==> src/rtl/csdf_phase_scheduler.sv <==
// Firing controller for a cyclo-static dataflow actor: round-robin channel grant,
// per-channel phase counters, and a FIRE/EXEC/EMIT handshake with the datapath.
module csdf_phase_scheduler #(
  parameter int FLUX   = 2,
  parameter int PORTS  = 2,
  parameter int NUM_OP = 2
) (
  input  logic                      clk,
  input  logic                      rst_n,
  input  logic                      en_i,
  input  logic [FLUX*PORTS-1:0]     empty_i,
  input  logic [FLUX-1:0]           full_i,
  output logic [FLUX*PORTS-1:0]     read_o,
  output logic                      fire_o,
  output logic [$clog2(NUM_OP)-1:0] op_sel_o,
  output logic [$clog2(FLUX)-1:0]   ch_sel_o,
  input  logic                      done_i,
  output logic                      write_o,
  output logic                      busy_o
);

  localparam int CHW = $clog2(FLUX);
  localparam int OPW = $clog2(NUM_OP);

  typedef enum logic [1:0] {
    S_IDLE,
    S_FIRE,
    S_EXEC,
    S_EMIT
  } state_e;

  state_e         state_q, state_d;
  logic [CHW-1:0] ch_q, ch_d;
  logic [CHW-1:0] rr_q, rr_d;
  logic [OPW-1:0] op_q, op_d;
  logic [OPW-1:0] phase_q [FLUX];

  logic [FLUX-1:0] elig;
  logic [CHW-1:0]  cand;
  logic [CHW-1:0]  grant_ch;
  logic            grant_vld;
  logic            emit_go;

  function automatic logic [CHW-1:0] ch_inc(input logic [CHW-1:0] v);
    return (int'(v) == FLUX - 1) ? '0 : v + CHW'(1);
  endfunction

  function automatic logic [OPW-1:0] phase_inc(input logic [OPW-1:0] v);
    return (int'(v) == NUM_OP - 1) ? '0 : v + OPW'(1);
  endfunction

  // A channel can fire only if every input port holds a token and its output has room.
  always_comb begin : eligibility
    for (int f = 0; f < FLUX; f++) begin
      elig[f] = !full_i[f];
      for (int p = 0; p < PORTS; p++) begin
        if (empty_i[p*FLUX+f]) elig[f] = 1'b0;
      end
    end
  end

  always_comb begin : arbiter
    // NOTE: every variable gets a default before any branch, so no path leaves one unassigned and no latch is inferred.
    grant_vld = 1'b0;
    grant_ch  = '0;
    cand      = rr_q;
    for (int i = 0; i < FLUX; i++) begin
      if (!grant_vld && elig[cand]) begin
        grant_vld = 1'b1;
        grant_ch  = cand;
      end
      cand = ch_inc(cand);
    end
  end

  always_comb begin : fsm_next
    state_d = state_q;
    ch_d    = ch_q;
    op_d    = op_q;
    rr_d    = rr_q;
    emit_go = 1'b0;
    unique case (state_q)
      S_IDLE: begin
        if (en_i && grant_vld) begin
          state_d = S_FIRE;
          ch_d    = grant_ch;
          op_d    = phase_q[grant_ch];
        end
      end
      S_FIRE: state_d = S_EXEC;
      S_EXEC: if (done_i) state_d = S_EMIT;
      S_EMIT: begin
        // Output backpressure is honoured live here; the push happens in the cycle room appears.
        if (!full_i[ch_q]) begin
          emit_go = 1'b1;
          rr_d    = ch_inc(ch_q);
          state_d = S_IDLE;
        end
      end
      default: state_d = S_IDLE;
    endcase
  end

  always_ff @(posedge clk or negedge rst_n) begin
    if (!rst_n) begin
      state_q <= S_IDLE;
      ch_q    <= '0;
      op_q    <= '0;
      rr_q    <= '0;
      // NOTE: the phase array is control state, not a data RAM, so it must clear on reset like any other flop.
      for (int f = 0; f < FLUX; f++) phase_q[f] <= '0;
    end else begin
      // NOTE: non-blocking assignments keep every flop updating from pre-edge values.
      state_q <= state_d;
      ch_q    <= ch_d;
      op_q    <= op_d;
      rr_q    <= rr_d;
      if (emit_go) phase_q[ch_q] <= phase_inc(phase_q[ch_q]);
    end
  end

  always_comb begin : read_decode
    read_o = '0;
    for (int f = 0; f < FLUX; f++) begin
      for (int p = 0; p < PORTS; p++) begin
        read_o[p*FLUX+f] = (state_q == S_FIRE) && (int'(ch_q) == f);
      end
    end
  end

  assign fire_o   = (state_q == S_FIRE);
  assign write_o  = emit_go;
  assign busy_o   = (state_q != S_IDLE);
  assign ch_sel_o = ch_q;
  assign op_sel_o = op_q;

endmodule
==> config.mk <==
export PLATFORM = sky130hd
export DESIGN_NAME = csdf_phase_scheduler
export DESIGN_NICKNAME = d
export VERILOG_FILES = /design/src/rtl/csdf_phase_scheduler.sv
export SDC_FILE = /design/constraint.sdc
export NUM_CORES = 1
export LEC_CHECK = 0
export CAP_MARGIN = 20
export CORE_AREA = 2 2 39 41
export DETAILED_ROUTE_END_ITERATION = 10
export DIE_AREA = 0 0 41 43
export PLACE_DENSITY_LB_ADDON = 0.08
export SLEW_MARGIN = 20
export SYNTH_ARGS = -nofsm -noshare
export SYNTH_HDL_FRONTEND = slang
export SYNTH_SLANG_ARGS = --single-unit
==> constraint.sdc <==
create_clock -name clk -period 3.6 [get_ports clk]
set_input_delay 0.54 -clock clk [delete_from_list [all_inputs] [get_ports clk]]
set_output_delay 0.54 -clock clk [all_outputs]
set_load 0.02 [all_outputs]
Word-level counts from Yosys, hierarchy flattened
Index checks and enable logic that the tools add are counted.
Word-level totals
  word-level logic and storage cells: 70
  output and inout bits: 9
  ROM bits: 0
  flip-flop bits (word level): 7
  bits in writable memories: 0
  memories kept: 0
  bits in latches: 0
Operators by class
  divide/modulo/power cells: 0
  $mul: 0
  bitwise operators: 4
  add/sub/neg operators: 3
  multiplexer cells: 32
  order comparisons: 6
  equal/unequal tests: 6
  shifts and indexed selects: 0
  reductions and logical operators: 13
Operators with widths (count)
  $mux 1: 26
  $pmux 2 s4: 1
  $lt 1x2->1 const B: 3
  $mux 2: 3
  $ne 2x2->1 const B: 3
  $logic_and 1x1->1: 5
  $eq 2x2->1 const B: 2
  $ge 2x2->1 const B: 2
  $not 1->2: 2
  $reduce_and 2->1: 2
  $add 1x1->1 const B: 3
  $logic_not 1->1: 3
  $reduce_and 3->1: 1
  $bwmux 2: 1
  $eq 2x1->1 const B: 1
  $logic_not 2->1: 1
  $lt 2x1->1 const B: 1
  $not 1->1: 2
  $reduce_bool 2->1: 1
  $demux 1 s1: 1

Depth between registers and ports, before layout
Gate-level depths: netlist of the first run.
  word-level depth: 13
  gate-level depth with buffers: 5
  depth with buffers taken out: 5

Worst setup path before layout of the first run
OpenSTA, ideal clock, no wires.
  path kind: flip-flop to output port
  from: register state_q[1]
  to: output read_o[2]
  data required time: 3.060 ns
  path buffers: 1
  arrival time: 1.365 ns
  slack: 1.695 ns
  stages on the path, launching flop included: 5
  path through: dfrtp_1 > inv_1 > ha_1 > nor2b_1 > buf_4
Between the ends
  longest elaborated chain between the ends: 2
RTL lines
  start: declaration: RTL line 32  | state_e state_q, state_d;
  start signal: assignment: RTL line 114  | state_q <= state_d;
  $eq 2x1->1
  named net fire_o: RTL line 14  | output logic fire_o,
  $logic_and 1x1->1: RTL line 126  | read_o[p*FLUX+f] = (state_q == S_FIRE) && (int'(ch_q) == f);
  end: declaration: RTL line 13  | output logic [FLUX*PORTS-1:0] read_o,
The timed path passes the listed nets, and every way through them passes these cells.

Final worst setup path of the first run
  from: input full_i[0]
  to: output write_o
Between the ends
  longest elaborated chain between the ends: 4
RTL lines
  start: declaration: RTL line 12  | input logic [FLUX-1:0] full_i,
  $mux 1 (implied by the code) (2 in series): RTL line 94  | if (!full_i[ch_q]) begin
  $mux 1: RTL line 94
  $mux 1: RTL line 82  | unique case (state_q)
  end: declaration: RTL line 18  | output logic write_o,
No other way between the ends. The select of a mux whose other input is x is not followed.

==> impl_metrics.csv, run 1 <==
group,metric,value,unit
global_routing,track_usage,0.1259,
cts,root_buffer,"clkbuf_4",
setup_path,critical_path_buf_inv_count,2,
layout,final_nets,79,
yosys,synth_warnings,0,
sta,maxSlewViolCount,0,
sta,period_share,0.7023,
sta,hold_slack,0.4656,ns
sta,worstMarginPinSlew,0.3208,ns
sta,period_minus_slack,2.528,ns
sta,final.setup.tns,0,ns
sta,relSlewSlack,0.7854,
yosys,seq_area_frac_synth,0.3815,
placement,portBuffers,18,
cts,numCtsBuffers,3,
yosys,ys_seq_elements,7,
cts,htreeDepth,1,
sta,setup_viol,0,
cts,clk_latency,0.24,ns
global_routing,antenna_found_initial,0,
detailed_routing,wl,859,µm
yosys,ys_top_cells_by_area,"dfrtp_1 (38%), ha_1 (11%), inv_1 (4.9%)",
cts,clockBufferDepth,2,
layout,drive_above_1_share,0.09375,
hold_path,hp-class,"reg -> reg",
global_routing,gr-usage-met2,0.1781,
power,powerDensity,769.7,nW/µm²
setup_path,path_cells,"clkdlybuf4s50_1 > mux2i_1 > and2_1 > clkdlybuf4s50_1",
global_routing,use_met1,0.1633,
setup_path,end_kind,"output port",
placement,place.gp.congestion,0.7441,
sta,hold_viol,0,
setup_path,crit_family,"buffers and inverters",
setup_path,slowest_delay,0.59,ns
die,ios,19,
global_routing,use_met3,0.04712,
yosys,syn-num-nets,58,
detailed_routing,avgRoutedWirePerCell,10.74,µm
global_routing,grt_max_degree,9,
setup_path,startpoint_type,"input pin",
die,start_util,0.3318,
detailed_routing,drtAntennaViolNets,0,
die,core-area,1384,µm²
die,die_h,43,µm
sta,fmax,395.5,MHz
yosys,avgSynthCellArea,10.44,µm²
setup_path,critPathSlowestCell,"clkdlybuf4s50_1",
layout,area_growth_syn_to_layout,46.05,%
cts,clock_sinks,7,
global_routing,busiest_layer,"met2",
global_routing,grt_first_pass_wirelength,1462,µm
detailed_routing,vias,385,
detailed_routing,post-route-drc-count,0,
die,die_area,1763,µm²
yosys,synthCells,44,
setup_path,critPathArrivalTime,1.99,ns
setup_path,cp_max_fo,4,
status,status,"completed",
cts,cts.clk_slew.worst_paths,0.05,ns
yosys,synth_cell_types,25,
global_routing,grt_pass1_vias,351,
detailed_routing,vias_per_cell,4.813,
die,die_x,41,µm
sta,fin_worst_skew,0.0002794,ns
cts,post_cts_buffers,0,
cts,cts_hold_buffers,0,
detailed_routing,drt_iter0_markers,3,
setup_path,cp.required,3.06,ns
die,rows,14,
run,drv_cap,0,
global_routing,grt_overflow,0,
layout,antenna_cells,0,
yosys,syn_area,459.2,µm²
yosys,synth_top_area_share,0.3815,
setup_path,crit_type,"in -> out",
cts,cts-resized-gates,0,
detailed_routing,drtPass1Iterations,4,
placement,dpl.hpwl,724.3,µm
power,ir_drop,0.0003365,V
setup_path,cpMostUsedCell,"clkdlybuf4s50_1",
power,power.leakage,0.2833,nW
sta,rsz0062_at_grt,"false",
cts,cts_tree,"built",
yosys,yosysTopAreaCell,"dfrtp_1",
==> final timing paths <==
path,start,end,slack [ns],cells after the start
setup / recovery,full_i[0],write_o,1.07,4
hold / removal,phase_q[1],phase_q[1],0.47,1
setup reg to reg,state_q[0],state_q[1],2.08,5
hold reg to reg,phase_q[1],phase_q[1],0.47,1
max in group asynchronous,rst_n,state_q[0],2.81,1
min in group asynchronous,rst_n,op_sel_o,0.56,1
==> Yosys cell counts (all sizes together) <==
cell type	instances
dfrtp	7
inv	6
ha	4
o21ai	4
nor3	3
and2	2
buf	2
mux2i	2
a21boi	1
a221oi	1
a32o	1
mux2	1
nand2	1
nand3	1
nand3b	1
nor2	1
nor2b	1
o211ai	1
o21a	1
o32a	1
xnor2	1
xor2	1
==> logic make-up (layout without fill, tap and decap cells) <==
| logic type | Yosys count | in the layout | synth area share |
|---|---|---|---|
| AO/OA/AOI/OAI | 10 | 10 | 0.1689 |
| multiplexers | 3 | 3 | 0.06812 |
| AND/OR/NAND/NOR | 10 | 10 | 0.1526 |
| buffers and inverters | 8 | 28 | 0.08173 |
| flip-flops | 7 | 7 | 0.3815 |
| XOR/XNOR | 2 | 2 | 0.03815 |
| adder cells (fa/ha/maj) | 4 | 4 | 0.1090 |
==> stage by stage <==
step / util / worst slack [ns] / instance area [µm²] / power [W] / cells
finish: 0.4846 / 1.072 / 670.6 / 0.0005162 / 80
global route: 0.4846 / 0.9818 / 670.6 / 0.0005621 / 80
CTS: 0.4846 / 1.065 / 670.6 / 0.0005255 / 80
detailed placement: 0.4656 / 1.080 / 644.4 / 0.0004545 / 76
global placement: 0.4656 / 1.104 / 644.4 / 0.0004536 / 76
floorplan: - / 1.695 / 459.2 / 0.0003428 / 44
==> layout by cell type, fill, tap and decap left out, drive strengths merged, types with 2 or more instances in the layout <==
cell            n
nor3            3
clkbuf          4
dfrtp           7
and2            2
o21ai           4
ha              4
mux2i           2
inv             6
clkdlybuf4s50  18
==> state kept, by name (all words and copies together), names as in the netlist <==
name / count
phase_q: 2
op_sel_o: 1
rr_q: 1
state_q: 2
ch_sel_o: 1
==> report_power, final <==
| part | switching, W | internal (W) | total (W) |
|---|---|---|---|
| combinational | 0.000143 | 0.000151 | 0.000294 |
| sequential | 0.0000365 | 0.000118 | 0.000155 |
| clock | 0.0000253 | 0.0000421 | 0.0000673 |
| total | 0.000205 | 0.000311 | 0.000516 |
==> routing by layer <==
| layer | vias to the layer above | share of wire |
|---|---|---|
| li1 | 194 | - |
| met4 | 0 | 0 |
| met1 | 174 | 0.43 |
| met2 | 17 | 0.50 |
| met3 | 0 | 0.068 |
| met5 | - | 0 |
==> cell type report <==
class | count | area [µm²]
Multi-Input combinational cell | 29 | 246.5
Timing Repair Buffer | 18 | 180.2
Sequential cell | 7 | 175.2
Fill cell | 148 | 713.2
Tap cell | 16 | 20.02
Inverter | 6 | 22.52
Clock buffer | 4 | 26.28
Power figures use the tool's default switching activity.
==> inputs of run 2 (changes only) <==
clock period = 2.4 ns   (was 3.6 ns; I/O delays follow)
==> run 2 against run 1 <==
Effect of this change:
- power increased by 51%
- core utilization stayed put
- register-to-register slack lost 1.2 ns
- sequential cell count is the same
- worst setup slack got worse by 0.81 ns
- largest cell class unchanged
==> impl_metrics.csv, run 2 (synthesis gave the netlist of run 1 again) <==
group,metric,value,unit
layout,antenna_cells,0,
placement,dp_cells,76,
global_routing,grt_first_pass_wirelength,1628,µm
sta,setup_viol,0,
run,drv_cap,0,
setup_path,cpMostUsedCell,"clkdlybuf4s50_1",
setup_path,path_cells,"clkdlybuf4s50_1 > mux2i_1 > and2_1 > clkdlybuf4s50_1",
setup_path,cp_max_fo,4,
global_routing,grt_pass1_vias,380,
setup_path,worstRegToRegCells,5,
global_routing,track_usage,0.1407,
placement,dpl.hpwl,731.9,µm
die,start_util,0.3318,
sta,period_share,0.8930,
layout,instances_no_fill,80,
setup_path,slowest_delay,0.59,ns
setup_path,timing.rr.end,"state_q[1]",
cts,numCtsBuffers,3,
die,rows,14,
detailed_routing,avgRoutedWirePerCell,11.36,µm
detailed_routing,wl,909,µm
cts,root_buffer,"clkbuf_4",
sta,final.setup.tns,0,ns
die,die_area,1763,µm²
sta,worstMarginPinSlew,0.3164,ns
sta,relSlewSlack,0.7884,
setup_path,end_kind,"output port",
setup_path,r2r_slack,0.85,ns
cts,cts-resized-gates,0,
detailed_routing,drtPass1Iterations,4,
power,powerDensity,1165,nW/µm²
detailed_routing,post-route-drc-count,0,
sta,period_minus_slack,2.143,ns
global_routing,antenna_found_initial,0,
detailed_routing,drt_iter0_markers,7,
layout,final_cell_mix,"clkdlybuf4s50_1 (18), dfrtp_1 (7), inv_1 (6)",
sta,maxSlewViolCount,0,
cts,cts_hold_buffers,0,
placement,portBuffers,18,
setup_path,critPathSlowestCell,"clkdlybuf4s50_1",
layout,final_nets,79,
power,ir_drop,0.0005451,V
die,ios,19,
setup_path,startpoint_type,"input pin",
cts,post_cts_buffers,0,
status,status,"completed",
layout,layout_commonest_cell,"clkdlybuf4s50_1",
setup_path,crit_family,"buffers and inverters",
power,power.leakage,0.2833,nW
cts,clock_sinks,7,
sta,hold_viol,0,
detailed_routing,vias_per_cell,4.875,
setup_path,crit_type,"in -> out",
setup_path,critical_path_buf_inv_count,2,
layout,reg.largest.list,"phase_q: 2 flops, state_q: 2 flops",
cts,clockBufferDepth,2,
sta,rsz0062_at_grt,"false",
placement,place.gp.congestion,0.7521,
sta,fin_worst_skew,0.005173,ns
die,die_x,41,µm
cts,cts.clk_slew.worst_paths,0.05,ns
die,core-area,1384,µm²
sta,fmax,466.6,MHz
hold_path,hp-class,"in -> async",
setup_path,critPathArrivalTime,1.78,ns
setup_path,cp.required,2.04,ns
power,p_total,0.0007815,W
cts,cts_tree,"built",
die,die_h,43,µm
layout,drive_above_1_share,0.09375,
setup_path,crit-reg2reg-launch,"state_q[0]",
layout,area_growth_syn_to_layout,46.05,%
cts,clk_latency,0.25,ns
detailed_routing,drtAntennaViolNets,0,
global_routing,grt_max_degree,9,
global_routing,grt_overflow,0,
cts,htreeDepth,1,
detailed_routing,vias,390,
run 2: cell counts in the layout (fill, tap and decap cells not counted):
No cell type changed its count.
run 2: worst max path at each step:
| stage | startpoint | to | slack (ns) | depth (start not counted) |
|---|---|---|---|---|
| after floorplan | state_q[1] | read_o[2] | 0.67 | 4 |
| after global placement | full_i[0] | write_o | 0.26 | 4 |
| after detailed placement | full_i[0] | write_o | 0.25 | 4 |
| after CTS | full_i[0] | write_o | 0.24 | 4 |
| after global routing | state_q[1] | read_o[0] | 0.16 | 4 |
| final | full_i[0] | write_o | 0.26 | 4 |
run 2: power breakdown:
part           internal, W  switching [W]
Combinational     0.000227       0.000215
Clock            0.0000634      0.0000432
Sequential        0.000177      0.0000559
run 2: layer usage:
| metal | wire (µm) | up-vias | track usage |
|---|---|---|---|
| li1 | - | 193 | - |
| met3 | 79 | 5 | 0.06283 |
| met2 | 444 | 16 | 0.2125 |
| met5 | 0 | - | 0 |
| met1 | 361 | 176 | 0.1554 |
| met4 | 23 | 0 | 0.08000 |
run 2: layout make-up:
class | count | area (µm²)
Timing Repair Buffer | 18 | 180.2
Fill cell | 137 | 713.2
Sequential cell | 7 | 175.2
Clock buffer | 4 | 26.28
Inverter | 6 | 22.52
Multi-Input combinational cell | 29 | 246.5
Tap cell | 16 | 20.02
run 2: metrics by stage:
| step | hold WS, ns | setup slack (ns) | area (µm²) | util |
|---|---|---|---|---|
| after floorplan | 0.06441 | 0.6746 | 459.2 | - |
| after global placement | 0.4548 | 0.2630 | 644.4 | 0.4656 |
| after detailed placement | 0.4570 | 0.2460 | 644.4 | 0.4656 |
| after CTS | 0.3617 | 0.2431 | 670.6 | 0.4846 |
| after global routing | 0.3781 | 0.1612 | 670.6 | 0.4846 |
| final | 0.3616 | 0.2568 | 670.6 | 0.4846 |
==> inputs of run 3 (changes only) <==
TNS_END_PERCENT = 50   (was default)
==> results of run 3 <==
The final DEF is identical to that of run 2; final timing and power are the same.
